$ cat config.mk
export PLATFORM = sky130hd
export DESIGN_NAME = simon_req_scheduler
export DESIGN_NICKNAME = d
export VERILOG_FILES = /design/src/rtl/simon_req_scheduler.sv
export SDC_FILE = /design/constraint.sdc
export NUM_CORES = 1
export LEC_CHECK = 0
export BUFFER_PORTS_ARGS = -buffer_cell sky130_fd_sc_hd__buf_2
export CAP_MARGIN = 20
export CORE_MARGIN = 10
export CORE_UTILIZATION = 31
export DETAILED_ROUTE_END_ITERATION = 10
export PLACE_DENSITY = 0.63
export SLEW_MARGIN = 20
export SYNTH_ARGS = -nofsm -noshare
export SYNTH_HDL_FRONTEND = slang
export SYNTH_SLANG_ARGS = --single-unit
$ cat constraint.sdc
create_clock -name clk -period 18.46 [get_ports clk]
set_input_delay 3.692 -clock clk [delete_from_list [all_inputs] [get_ports clk]]
set_output_delay 3.692 -clock clk [all_outputs]
set_load 0.02 [all_outputs]
$ cat src/rtl/simon_req_scheduler.sv
// Round-robin front end that shares one SIMON core between NREQ requesters.
// Keeps the last key loaded into the core so repeated keys skip key expansion.
module simon_req_scheduler #(
    parameter int N       = 16,
    parameter int M       = 4,
    parameter int NREQ    = 2,
    parameter int TIMEOUT = 255
) (
    input  logic                  clk,
    input  logic                  R,
    input  logic [NREQ-1:0]       req_valid,
    input  logic [NREQ-1:0]       req_enc_dec,
    input  logic [NREQ*2*N-1:0]   req_data,
    input  logic [NREQ*M*N-1:0]   req_key,
    output logic [NREQ-1:0]       req_ready,
    output logic [NREQ-1:0]       resp_valid,
    input  logic [NREQ-1:0]       resp_ready,
    output logic [2*N-1:0]        resp_data,
    output logic                  resp_err,
    input  logic                  key_flush,
    output logic                  newDATA,
    output logic                  newKEY,
    output logic                  readDATA,
    output logic                  enc_dec,
    output logic [2*N-1:0]        inDATA,
    output logic [M*N-1:0]        KEY,
    input  logic                  loadDATA,
    input  logic                  loadKEY,
    input  logic                  doneDATA,
    input  logic [2*N-1:0]        outDATA
);
    localparam int BW = 2 * N;
    localparam int KW = M * N;
    localparam int GW = $clog2(NREQ);
    localparam int TW = $clog2(TIMEOUT + 1);

    typedef enum logic [1:0] {
        IDLE      = 2'd0,
        ISSUE     = 2'd1,
        WAIT_DONE = 2'd2,
        RESP      = 2'd3
    } state_t;

    state_t          state_r;
    logic [GW-1:0]   rr_ptr_r;
    logic [GW-1:0]   grant_r;
    logic [KW-1:0]   cache_r;
    logic            key_valid_r;
    logic [TW-1:0]   timer_r;

    logic            pick_found_s;
    logic [GW-1:0]   pick_idx_s;
    logic [BW-1:0]   sel_data_s;
    logic [KW-1:0]   sel_key_s;
    logic            sel_enc_s;
    logic            hit_s;
    logic            data_pend_s;
    logic            key_pend_s;
    logic            timeout_s;
    logic [NREQ-1:0] pick_oh_s;
    logic [NREQ-1:0] grant_oh_s;
    logic [GW-1:0]   rr_next_s;

    // First requesting lane at or above the round-robin pointer, wrapping modulo NREQ.
    always_comb begin
        int cand;
        pick_found_s = 1'b0;
        pick_idx_s   = '0;
        sel_data_s   = '0;
        sel_key_s    = '0;
        sel_enc_s    = 1'b0;
        cand         = 0;
        for (int i = 0; i < NREQ; i++) begin
            cand = int'(rr_ptr_r) + i;
            cand = (cand >= NREQ) ? cand - NREQ : cand;
            if (!pick_found_s && req_valid[cand]) begin
                pick_found_s = 1'b1;
                pick_idx_s   = GW'(cand);
                sel_data_s   = req_data[cand*BW +: BW];
                sel_key_s    = req_key[cand*KW +: KW];
                sel_enc_s    = req_enc_dec[cand];
            end else begin
                pick_found_s = pick_found_s;
            end
        end
    end

    // A flush on the accept edge must not let a stale cache entry count as a hit.
    assign hit_s       = key_valid_r && !key_flush && (sel_key_s == cache_r);
    assign data_pend_s = newDATA && !loadDATA;
    assign key_pend_s  = newKEY && !loadKEY;
    assign timeout_s   = (timer_r == TW'(TIMEOUT));
    assign pick_oh_s   = {{(NREQ-1){1'b0}}, 1'b1} << pick_idx_s;
    assign grant_oh_s  = {{(NREQ-1){1'b0}}, 1'b1} << grant_r;
    assign rr_next_s   = (grant_r == GW'(NREQ - 1)) ? '0 : grant_r + GW'(1);

    // Transaction FSM: accept, core handshake, timeout abort and response hold.
    always_ff @(posedge clk or posedge R) begin
        if (R) begin
            state_r     <= IDLE;
            rr_ptr_r    <= '0;
            grant_r     <= '0;
            cache_r     <= '0;
            key_valid_r <= 1'b0;
            timer_r     <= '0;
            req_ready   <= '0;
            resp_valid  <= '0;
            resp_data   <= '0;
            resp_err    <= 1'b0;
            newDATA     <= 1'b0;
            newKEY      <= 1'b0;
            readDATA    <= 1'b0;
            enc_dec     <= 1'b0;
            inDATA      <= '0;
            KEY         <= '0;
        end else begin
            req_ready <= '0;
            if (key_flush) begin
                key_valid_r <= 1'b0;
            end
            case (state_r)
                IDLE: begin
                    if (pick_found_s) begin
                        req_ready <= pick_oh_s;
                        grant_r   <= pick_idx_s;
                        inDATA    <= sel_data_s;
                        KEY       <= sel_key_s;
                        enc_dec   <= sel_enc_s;
                        newDATA   <= 1'b1;
                        newKEY    <= ~hit_s;
                        timer_r   <= '0;
                        state_r   <= ISSUE;
                    end
                end
                ISSUE: begin
                    if (timeout_s) begin
                        newDATA     <= 1'b0;
                        newKEY      <= 1'b0;
                        resp_err    <= 1'b1;
                        resp_data   <= '0;
                        key_valid_r <= 1'b0;
                        resp_valid  <= grant_oh_s;
                        state_r     <= RESP;
                    end else begin
                        timer_r <= timer_r + TW'(1);
                        if (loadDATA) begin
                            newDATA <= 1'b0;
                        end
                        if (newKEY && loadKEY) begin
                            newKEY      <= 1'b0;
                            cache_r     <= KEY;
                            key_valid_r <= ~key_flush;
                        end
                        if (!data_pend_s && !key_pend_s) begin
                            state_r <= WAIT_DONE;
                        end
                    end
                end
                WAIT_DONE: begin
                    if (doneDATA) begin
                        resp_data  <= outDATA;
                        readDATA   <= 1'b1;
                        resp_valid <= grant_oh_s;
                        state_r    <= RESP;
                    end else if (timeout_s) begin
                        resp_err    <= 1'b1;
                        resp_data   <= '0;
                        key_valid_r <= 1'b0;
                        resp_valid  <= grant_oh_s;
                        state_r     <= RESP;
                    end else begin
                        timer_r <= timer_r + TW'(1);
                    end
                end
                RESP: begin
                    readDATA <= 1'b0;
                    if (resp_ready[grant_r]) begin
                        resp_valid <= '0;
                        resp_data  <= '0;
                        resp_err   <= 1'b0;
                        rr_ptr_r   <= rr_next_s;
                        state_r    <= IDLE;
                    end
                end
                default: begin
                    newDATA    <= 1'b0;
                    newKEY     <= 1'b0;
                    readDATA   <= 1'b0;
                    resp_valid <= '0;
                    state_r    <= IDLE;
                end
            endcase
        end
    end
endmodule
Word-level counts from Yosys, hierarchy flattened

Index checks and enable logic that the tools add are counted.
W data, S select, Z words.

Add/subtract/negate cells: 5
$lt $le $gt $ge: 5
Equality and inequality tests: 13
Shifts and indexed selects: 6
Multiplexer cells: 67
Bitwise operators: 3
Reductions and logical operators: 28

Operators by type and width:

| kind                  | count |
|---|---|
| $shiftx A128 B32 Y64  | 2 |
| $mux W32              | 7 |
| $mux W64              | 2 |
| $shiftx A64 B32 Y32   | 2 |
| $pmux W32 S3          | 1 |
| $eq A64 B64 Y1        | 1 |
| $lt A32 B3 Y1 const B | 2 |
| $mux W1               | 36 |
| $mux W8               | 3 |
| $pmux W8 S3           | 1 |
| $mux W2               | 10 |
| $reduce_and A3 Y1     | 5 |
| $ne A3 B3 Y1 const B  | 4 |
| $add A8 B1 Y8 const B | 1 |
| $eq A8 B8 Y1 const B  | 1 |
| $ne A2 B2 Y1 const B  | 4 |
| $pmux W1 S2           | 4 |
| $pmux W2 S4           | 1 |
| $reduce_and A2 Y1     | 4 |
| $logic_and A1 B1 Y1   | 7 |
| $logic_not A1 Y1      | 6 |
| $pmux W2 S3           | 1 |
| $reduce_bool A3 Y1    | 2 |
| $eq A2 B2 Y1 const B  | 2 |
| other kinds (14)      | 18 |

Bits in registers: 214
Bits of input ports: 236
Output and inout bits: 137
Logic and storage cells: 143

Depth between registers and ports, before layout

Depth after elaboration: 14
Depth in mapped cells: 9

Worst setup path before layout

No wires, ideal clock.

Path kind: in2reg
Start point: input port req_valid[1]
End point: register newKEY
Library setup time: 0.124 ns
Arrival: 5.308 ns
Setup slack: 13.028 ns
Stages: 9
Buffers on the path: 2
Cell sequence: buf_2 -> a21boi_2 -> buf_2 -> a32oi_1 -> a22oi_1 -> o211ai_1 -> a2111oi_0 -> nand4_1 -> o31a_1

Word-level cells in the longest chain between the ends: 12
Elaborated cells on any way between the ends: 19
Those cells by class: 2 x eq/ne; 12 x mux; 1 x bitwise; 4 x reduce/logical

RTL lines:

| item                                       | line | text |
|---|---|---|
| start, declared                            | 11   | `input logic [NREQ-1:0] req_valid,` |
| $mux W1 (implied by the code) (3 in a row) | 76   | `if (!pick_found_s && req_valid[cand]) begin` |
| $mux W1                                    | 76   |  |
| $logic_not A1 Y1                           | 76   |  |
| $logic_and A1 B1 Y1                        | 76   |  |
| $mux W64                                   | 76   |  |
| $eq A64 B64 Y1                             | 89   | `assign hit_s = key_valid_r && !key_flush && (sel_key_s == cache_r);` |
| $logic_and A1 B1 Y1                        | 89   |  |
| $not A1 Y1                                 | 130  | `newKEY <= ~hit_s;` |
| $mux W1                                    | 123  | `if (pick_found_s) begin` |
| $pmux W1 S2                                | 121  | `case (state_r)` |
| end signal, assigned                       | 130  |  |
| end, declared                              | 22   | `output logic newKEY,` |

Several ways; a longest one is shown, not always the timed one. The select of a mux whose other input is x is not followed.
A chain may end at the register's enable or synchronous reset.

Worst setup path in the final report

Ends and elaborated chain as after synthesis.

==> out/qor.yml <==
leakage_nw: 6.23
die_w_um: 196
io_buffers: 372
critical_path_arrival_ns: 7.04
p_switching_w: 0.000875
wl_per_cell_um: 20.0
grt_overflow_total: 0
syn_nets: 1100
p_int_w: 0.00132
synth_largest_area_cell: "dfrtp_1"
comb_power_share_pct: 39.9
antenna_found_initial: 4
start_util_pct: 31.5
synth_area_per_cell_um2: 11.2
routabilityCongestion: 0.816
post-place-ws_ns: 11.33
crit_type: "primary input to flop"
routed_via_density: 5.02
seqPwrFrac_pct: 36.3
setup_slack_ns: 11.82
synth_cell_types: 45
p_per_area_mw_per_mm2: 173
cts_buffers: 26
startpoint_type: "primary input"
dieArea_mm2: 0.0385
nets: 1450
irDropWorstVdd_mv: 0.0686
vias: 8151
antenna_left: 0
cts-resized-gates: 0
min_period_ns: 6.64
p_sw_share_pct: 39.8
grt_first_pass_wirelength_um: 50300
drtIter0Drc: 470
required_ns: 18.86
synthesis.instances: 858
final_util_pct: 41.6
area_growth_pct: 32.2
drive_above_1_share_pct: 41.5
worst-path-max-fanout: 81
tritoncts: "done"
slew_headroom_pct: 33.7
worstMarginPinSlew_ns: 0.994
ctsHtreeMaxLevel: 1
hpwl_um: 23900
ios: 373
routed_wl_um: 32500
drc_errors: 0
ys.warnings.count: 0
maxSlewViolCount: 0
yosysTopAreaCellShare_pct: 55.6
synth_area_leaders: "dfrtp_1 (56%), mux2_2 (7.7%), o21ai_0 (4.0%)"
gr-usage-all-layers_pct: 16.1
seqCellArea_mm2: 0.00536
yosysSeqAreaShare_pct: 55.6
critical_path.startpoint: "req_valid[1]"
hp-class: "flop to flop"
ys_ff_latch: 214
die_h_um: 196
first_pass_iters: 5
worst_hold_slack_ns: 0.485
grt_pass1_vias: 8690
power_frac_clock_pct: 23.8
netlist_area_mm2: 0.00963
clock-sinks: 214
post_cts_buffers: 0
nFillCells: 2966
fin_crit_sh_pct: 36.0
design_area_mm2: 0.0127
multi_input_area_mm2: 0.00401
root_buffer: "clkbuf_16"
insertion_delay_ns: 0.52
core_area_mm2: 0.0306
cap_violations: 0
clockBufferDepth: 3
finalSetupTns_ns: 0
outcome: "finished clean"
path_clk_slew_ns: 0.06
fmax_mhz: 151
r2r-start: "rr_ptr_r"
grt_max_degree: 102
setup_violations: 0
placementRows: 64
min-delay-start: "resp_valid[1]"
place_area_mm2: 0.0118
finalHoldViolations: 0
cts_hold_buf: 0
skew_ns: 0.0122
critical_path.endpoint_type: "flop"
rsz0062_at_grt: "false"
==> through the flow <==
| step | instances | total power, W |
|---|---|---|
| after CTS | 1622 | 0.00223 |
| after detailed placement | 1576 | 0.00170 |
| after global routing | 1624 | 0.00235 |
| after global placement | 1576 | 0.00168 |
| final | 1624 | 0.00220 |
| after floorplan | 858 | 0.00137 |
==> path summary, 6_finish.rpt <==
kind / end / slack [ns] / depth (start not counted)
worst min-delay path: resp_valid[1] / 0.48 / 2
worst max-delay path: newKEY / 11.82 / 8
worst min register to register: resp_valid[1] / 0.48 / 2
max in group asynchronous: inDATA[0] / 13.84 / 3
min in group asynchronous: KEY[4] / 3.21 / 2
worst max register to register: newKEY / 14.83 / 8
==> worst max-delay path: stages <==
cell,delay (ns)
buf_2,0.39
a21boi_4,0.59
buf_4,0.82
a22oi_1,0.23
xnor2_1,0.20
nor4_1,0.50
nand4_1,0.20
o31a_1,0.32
==> synth_stat cells (all sizes together) <==
library cell,count
a2111oi,2
a211oi,1
a21boi,1
a21o,2
a21oi,11
a221oi,32
a22o,33
a22oi,29
a31oi,2
a32oi,36
and2,1
and3,1
buf,22
clkbuf,39
dfrtp,214
ha,6
inv,8
mux2,66
nand2,82
nand2b,2
nand3,4
nand4,12
nand4b,2
nor2,79
nor2b,2
nor3,4
nor3b,3
nor4,8
o211ai,1
o21a,1
o21ai,79
o21bai,1
o22ai,3
o2bb2ai,2
o31a,1
o31ai,3
or3,1
or3b,1
xnor2,28
xor2,33
==> sequential cells by signal (all words and copies together), names as in the netlist <==
signal,cells
KEY,64
cache_r,64
enc_dec,1
grant_r,1
inDATA,32
key_valid_r,1
newDATA,1
newKEY,1
readDATA,1
req_ready,2
resp_data,32
resp_err,1
resp_valid,2
rr_ptr_r,1
state_r,2
timer_r,8
==> per-layer routing <==
| metal | part of all wire, % | vias to the layer above | global-route usage [%] |
|---|---|---|---|
| li1 | - | 3843 | - |
| met1 | 40 | 4012 | 19.4 |
| met2 | 51 | 250 | 27.7 |
| met3 | 7.1 | 42 | 4.09 |
| met4 | 1.8 | 4 | 4.44 |
| met5 | 0.12 | - | 0 |
==> cells in the final DEF (no fill, tap or decap), types with 12 or more instances in the layout <==
| cell | instances |
|---|---|
| o21ai_0 | 77 |
| a22o_1 | 33 |
| xnor2_1 | 28 |
| nand4_1 | 12 |
| a221oi_1 | 32 |
| dfrtp_1 | 214 |
| a22oi_1 | 19 |
| xor2_1 | 33 |
| mux2_2 | 66 |
| nand2_1 | 82 |
| buf_2 | 372 |
| a32oi_1 | 36 |
| nor2_1 | 79 |
| clkbuf_16 | 27 |
==> layout make-up <==
class	count	area share (%)
Antenna cell	2	0.0393
Clock buffer	39	6.21
Clock inverter	7	0.737
Inverter	8	0.295
Multi-Input combinational cell	575	31.5
Sequential cell	214	42.1
Tap cell	396	3.89
Timing Repair Buffer	383	15.3
==> cell families (layout without fill, tap and decap cells) <==
logic type | Yosys count | after routing | share of synthesized area [%]
AO/OA/AOI/OAI | 240 | 240 | 18.2
XOR/XNOR | 61 | 61 | 5.55
adder cells (fa/ha/maj) | 6 | 6 | 0.780
buffers and inverters | 69 | 437 | 3.11
flip-flops | 214 | 214 | 55.6
multiplexers | 66 | 66 | 7.72
other | 0 | 2 | 0
AND/OR/NAND/NOR | 202 | 202 | 9.00
==> power by group through the flow <==
stage | Clock (W) | Combinational [W] | Sequential [W]
after global placement | 0 | 0.000880 | 0.000800
final | 0.000524 | 0.000876 | 0.000798
after CTS | 0.000541 | 0.000893 | 0.000800
after global routing | 0.000561 | 0.000968 | 0.000826
after floorplan | 0 | 0.000429 | 0.000941
after detailed placement | 0 | 0.000891 | 0.000804
No activity file was read; power rests on OpenSTA's default activity.
